## src/rtl/hc595_driver.sv

```systemverilog
// hc595_driver: serial loader for a 74HC595-style shift/storage register pair.
// Optional macro HC595_LSBFIRST_EN: shift Data[0] first instead of Data[WIDTH-1].
`default_nettype none

module hc595_driver #(
  parameter int WIDTH   = 8,
  parameter int CLK_DIV = 4
) (
  input  logic             clk_i,
  input  logic             rst_ni,
  input  logic             start_i,
  input  logic [WIDTH-1:0] data_i,
  output logic             busy_o,
  output logic             done_o,
  output logic             ser_o,
  output logic             srclk_o,
  output logic             rclk_o
);

  localparam int DIV_W = (CLK_DIV > 1) ? $clog2(CLK_DIV) : 1;
  localparam int CNT_W = $clog2(WIDTH + 1);
  localparam logic [DIV_W-1:0] DIV_LAST = DIV_W'(CLK_DIV - 1);
  localparam logic [CNT_W-1:0] CNT_LOAD = CNT_W'(WIDTH);
  localparam logic [CNT_W-1:0] CNT_ONE  = CNT_W'(1);

  typedef enum logic [2:0] {
    IDLE     = 3'd0,
    SHIFT_LO = 3'd1,
    SHIFT_HI = 3'd2,
    LATCH    = 3'd3,
    DONE     = 3'd4
  } state_e;

  state_e           state_q, state_d;
  logic [DIV_W-1:0] div_q, div_d;
  logic [CNT_W-1:0] cnt_q, cnt_d;
  logic [WIDTH-1:0] sreg_q, sreg_d, sreg_next;
  logic             busy_q, done_q, srclk_q, rclk_q;
  logic             busy_d, done_d, srclk_d, rclk_d;
  logic             div_last;

  // SER is taken straight from the shift register so it is a flop output.
`ifdef HC595_LSBFIRST_EN
  assign sreg_next = sreg_q >> 1;
  assign ser_o     = sreg_q[0];
`else
  assign sreg_next = sreg_q << 1;
  assign ser_o     = sreg_q[WIDTH-1];
`endif

  assign div_last = (div_q == DIV_LAST);

  always_comb begin
    state_d = state_q;
    div_d   = div_q;
    cnt_d   = cnt_q;
    sreg_d  = sreg_q;
    case (state_q)
      IDLE: begin
        if (start_i) begin
          sreg_d  = data_i;
          cnt_d   = CNT_LOAD;
          div_d   = '0;
          state_d = SHIFT_LO;
        end
      end
      SHIFT_LO: begin
        if (div_last) begin
          div_d   = '0;
          state_d = SHIFT_HI;
        end else begin
          div_d = div_q + DIV_W'(1);
        end
      end
      SHIFT_HI: begin
        if (div_last) begin
          div_d = '0;
          cnt_d = cnt_q - CNT_ONE;
          // Next bit appears together with the falling SRCLK edge.
          if (cnt_q != CNT_ONE) begin
            sreg_d  = sreg_next;
            state_d = SHIFT_LO;
          end else begin
            state_d = LATCH;
          end
        end else begin
          div_d = div_q + DIV_W'(1);
        end
      end
      LATCH: begin
        if (div_last) begin
          div_d   = '0;
          state_d = DONE;
        end else begin
          div_d = div_q + DIV_W'(1);
        end
      end
      DONE:    state_d = IDLE;
      default: state_d = IDLE;
    endcase
  end

  // Pin levels are decoded from the next state and registered, so they are glitch-free.
  assign busy_d  = (state_d != IDLE);
  assign done_d  = (state_d == DONE);
  assign srclk_d = (state_d == SHIFT_HI);
  assign rclk_d  = (state_d == LATCH);

  always_ff @(posedge clk_i or negedge rst_ni) begin
    if (!rst_ni) begin
      state_q <= IDLE;
      div_q   <= '0;
      cnt_q   <= '0;
      sreg_q  <= '0;
      busy_q  <= 1'b0;
      done_q  <= 1'b0;
      srclk_q <= 1'b0;
      rclk_q  <= 1'b0;
    end else begin
      state_q <= state_d;
      div_q   <= div_d;
      cnt_q   <= cnt_d;
      sreg_q  <= sreg_d;
      busy_q  <= busy_d;
      done_q  <= done_d;
      srclk_q <= srclk_d;
      rclk_q  <= rclk_d;
    end
  end

  assign busy_o  = busy_q;
  assign done_o  = done_q;
  assign srclk_o = srclk_q;
  assign rclk_o  = rclk_q;

endmodule

`default_nettype wire

```

## config.mk

```make
export PLATFORM = sky130hd
export DESIGN_NAME = hc595_driver
export DESIGN_NICKNAME = d
export VERILOG_FILES = /design/src/rtl/hc595_driver.sv
export SDC_FILE = /design/constraint.sdc
export NUM_CORES = 1
export LEC_CHECK = 0
export ABC_AREA = 1
export CORE_UTILIZATION = 36
export CTS_BUF_LIST = sky130_fd_sc_hd__clkbuf_4 sky130_fd_sc_hd__clkbuf_8
export DETAILED_ROUTE_END_ITERATION = 8
export PLACE_DENSITY = 0.68
export SETUP_SLACK_MARGIN = 0.02
export SLEW_MARGIN = 20
export SYNTH_ARGS = -nofsm -noshare
export SYNTH_HDL_FRONTEND = slang
export SYNTH_SLANG_ARGS = --single-unit
```

## constraint.sdc

```tcl
create_clock -name clk_i -period 2.4 [get_ports clk_i]
set_input_delay 0.48 -clock clk_i [delete_from_list [all_inputs] [get_ports clk_i]]
set_output_delay 0.48 -clock clk_i [all_outputs]
set_load 0.005 [all_outputs]
```

[Yosys cells after proc, flatten, opt, wreduce, memory -nomap -nowiden]
Index checks and enable logic that the tools add are counted.
Operators by class
  add/subtract/negate cells: 2
  eq/ne operators: 11
  muxes and demuxes: 16
  reductions and logical operators: 8
Operators by type and width (count)
  2-to-1 mux 8 bit: 3
  case mux 8 bit (2 select lines): 1
  == test 3 x 2 -> 1 bit, second input constant: 4
  2-to-1 mux 3 bit: 4
  case mux 3 bit (4 select lines): 1
  2-to-1 mux 4 bit: 2
  case mux 4 bit (2 select lines): 1
  2-to-1 mux 2 bit: 3
  inequality test 2 bit, second input constant: 3
  inequality test 4 x 1 -> 1 bit, second input constant: 1
  case mux 2 bit (2 select lines): 1
  AND reduction 4 bit: 1
  nonzero test 2 bit: 2
  subtractor 4 x 1 -> 4 bit, second input constant: 1
  == test 3 x 1 -> 1 bit, second input constant: 1
  == test 3 bit, second input constant: 1
  zero test 3 bit: 1
  AND reduction 3 bit: 1
  nonzero test 3 bit: 1
  OR reduction 3 bit: 1
  adder 2 x 1 -> 2 bit, second input constant: 1
  == test 2 bit, second input constant: 1
  AND reduction 2 bit: 1
Word-level totals
  register bits: 21
  input bits: 11
  output and inout port bits: 5
  logic and storage cells: 45

[Depth between registers and ports, before layout]
  depth after elaboration: 5
  gate-level depth with buffers: 8
  depth with buffers taken out: 8

[Worst setup path before layout]
Ideal clock, no wire load.
  kind: register -> register
  from: register div_q[0]
  to: register busy_q, in the netlist busy_o
  arrival time: 1069 ps
  data required time: 2271 ps
  slack: 1202 ps
  cell stages (with the launch flop): 6
  clock period less this slack: 1198 ps
  cells stage by stage: dfrtp_1 -> ha_1 -> nand3_1 -> nand2_2 -> nor2_4 -> nand3_1
Between the ends
  word-level cells in the longest chain between the ends: 4
  elaborated cells between the ends (all ways): 6
  those cells by class: 1 x eq/ne; 4 x mux; 1 x reduce/logical
Ends and longest elaborated chain
  start: declaration: RTL line 35  | logic [DIV_W-1:0] div_q, div_d;
  start signal: assignment: RTL line 121  | div_q <= div_d;
  == test 2 bit *: RTL line 51  | assign div_last = (div_q == DIV_LAST);
  2-to-1 mux 3 bit, on equally long branches: RTL line 91, 68, 76
  case mux 3 bit (4 select lines) *: RTL line 58  | case (state_q)
  nonzero test 3 bit *: RTL line 104  | assign busy_d = (state_d != IDLE);
  via busy_d: RTL line 39  | logic busy_d, done_d, srclk_d, rclk_d;
  end signal: assignment: RTL line 124  | busy_q <= busy_d;
  end: declaration: RTL line 38  | logic busy_q, done_q, srclk_q, rclk_q;
The timed path passes the listed nets; every way through them passes the cells marked *.
A chain may end at the register's enable or synchronous reset.

[Final worst setup path]
  from: register sreg_q[7]
  to: output port ser_o
RTL lines
  start: declaration: RTL line 37  | logic [WIDTH-1:0] sreg_q, sreg_d, sreg_next;
  start signal: assignment: RTL line 123  | sreg_q <= sreg_d;
  end: declaration: RTL line 15  | output logic ser_o,
No word-level cell between the ends.

==> summary.txt <==
Status = finished clean
Share of layout cells above drive strength 1 = 11.0%
Post-Synthesis Cell Area = 1050 um^2
Starting Density = 38.1%
P per Cell Area = 436 nW/um^2
Met1 GRT Util = 17.5%
CTS Hold Bufs = 0
Synth top area share = 50.0%
Aggregate negative setup slack = 0 ps
WP data required = 1920 ps
Max Fclk = 609 MHz
TritonCTS clock tree = done
Met2 usage = 23.0%
Initial antenna violation count = 0
Final Hold Vio Count = 0
Max H-tree Level = 1
Crit path max-delay cell type = clkdlybuf4s50_1
Worst reg-to-reg path cell count = 5
Clock slew at reported path FFs = 110 ps
Row cnt = 19
Area leader, netlist = dfrtp_1
Clk buf depth = 2
Gr usage total = 13.9%
Area contributors post-synth = dfrtp_1 (50%), nand2_1 (18%), nand3_1 (6.7%)
Worst clock skew = 7.06 ps
Num ports = 16
Avg WL per Cell = 11.0 um
Gpl congestion = 0.809
Clk sinks = 21
Setup Buffers After CTS = 0
CTS buffer count = 3
TritonRoute pass-1 iters = 4
Clock Latency Late Sink = 300 ps
Hold_ws = 510 ps
Crit start category = register
Clk root buf = clkbuf_4
Worst EP arrival = 1160 ps
Nets = 161
Sequential area share after synthesis = 50.0%
Die height = 56.0 um
Hold/Removal Path Class = input pin to asynchronous set/reset pin
Rel. slew slack = 78.5%
Placed instance area = 1240 um^2
RSZ-0062 raised after global routing = no
Met3 usage = 5.58%
CP Cell Sequence = clkdlybuf4s50_1
Flops & latches, synth = 21
Die footprint = 3140 um^2
WP depth = 1
DR DRC count = 0
Min cycle time layout = 1640 ps
Final Cycle Share = 68.5%
Antenna-violating nets left = 0
Vias in the first global route = 812
Largest net degree at the start of global routing = 22
Global-route wire length before repair = 3410 um
PortBufs = 15
Maximum VDD drop = 563 uV
Area delta synth->final = 20.8%
Via/cell ratio = 4.84
Final Max Tran Viols = 0
Tightest Pin Transition = 323 ps
CP bufs+invs = 1
Pleak = 0.000643 uW
Syn Nets = 141
# Max-Cap Violations = 0
Busiest layer in global routing = met2
Mapped Cells = 126
WL final = 1940 um
Delay-heaviest family, CP = buffers and inverters
Post-route cell area = 1270 um^2
Via count = 851
CP max stage delay = 500 ps
Crit path kind = register to output pin
Yosys warnings = 0
Core ar. = 2760 um^2
Post-DP HPWL = 1450 um
Die width = 56.0 um
Avg Inst Size Synth = 8.34 um^2
Global route total overflow = 0
Detailed Route Iter0 Violations = 16
Setup violators final = 0
ANT cells = 0
Crit end category = output pin
Synth cell types = 22
Post-cts sizing count = 0
Crit path max fanout = 2
Filler instances = 270
cells by family after synthesis:
group	count (synthesis)	synth area share, %
flip-flops	21	50.0
XOR/XNOR	1	0.833
buffers and inverters	13	5.24
adder cells (fa/ha/maj)	4	4.76
AO/OA/AOI/OAI	5	2.74
AND/OR/NAND/NOR	82	36.4
through the flow:
stage               utilization [%]  setup WS, ps  std cells  power [uW]
floorplan                         -          1200        126         364
global placement               45.0           665        172         388
detailed placement             45.0           643        172         388
CTS                            46.1           734        176         566
global route                   46.1           695        176         577
finish                         46.1           757        176         554
state kept, by name (all words and copies together), names as in the netlist:
| register | flops |
|---|---|
| cnt_q | 4 |
| state_q | 3 |
| srclk_o | 1 |
| sreg_q | 8 |
| div_q | 2 |
| done_o | 1 |
| busy_o | 1 |
| rclk_o | 1 |
final cells by class:
| type | instances | area [um^2] | share of cell area [%] |
|---|---|---|---|
| timing repair buffer | 16 | 158 | 12.4 |
| multi-input combinational | 92 | 470 | 37.0 |
| tap | 31 | 38.8 | 3.05 |
| clock buffer | 4 | 30.0 | 2.36 |
| sequential | 21 | 526 | 41.4 |
| inverter | 12 | 47.5 | 3.74 |
Yosys cell counts:
cell type	count
and2_1	1
buf_4	1
dfrtp_1	21
ha_1	4
inv_1	9
inv_2	2
inv_4	1
nand2_1	51
nand2_2	1
nand2_4	2
nand3_1	14
nand3_2	1
nand3b_1	1
nand4_2	1
nor2_1	6
nor2_2	1
nor2_4	2
nor3_1	1
o21ai_0	3
o22ai_1	1
o31ai_1	1
xor2_1	1
routing by layer:
layer	part of all wire, %	vias up
met5	0	-
met2	49	17
met4	0.41	0
li1	-	438
met1	45	394
met3	5.6	2
cells in the final DEF (no fill, tap or decap), drive strengths merged:
master	instances
and2	1
buf	1
clkbuf	4
clkdlybuf4s50	15
dfrtp	21
ha	4
inv	12
nand2	54
nand3	15
nand3b	1
nand4	1
nor2	9
nor3	1
o21ai	3
o22ai	1
o31ai	1
xor2	1
path summary, 6_finish.rpt:
kind | slack (ps) | to | startpoint
max | 760 | ser_o | sreg_q[7]
min | 510 | sreg_q[4] | rst_ni
max reg2reg | 1010 | div_q[1] | state_q[0]
min reg2reg | 520 | sreg_q[2] | sreg_q[2]
max in group asynchronous | 1670 | sreg_q[0] | rst_ni
min in group clk_i | 520 | sreg_q[2] | sreg_q[2]
report_power, final:
part	switching (uW)	leakage [uW]	total, uW	internal [uW]
logic	9.79	0.000364	25.8	16.0
registers	0.474	0.000260	355	354
clock network	97.1	0.0000184	173	76.0
total	107	0.000643	554	446
No activity file was read; power rests on OpenSTA's default activity.
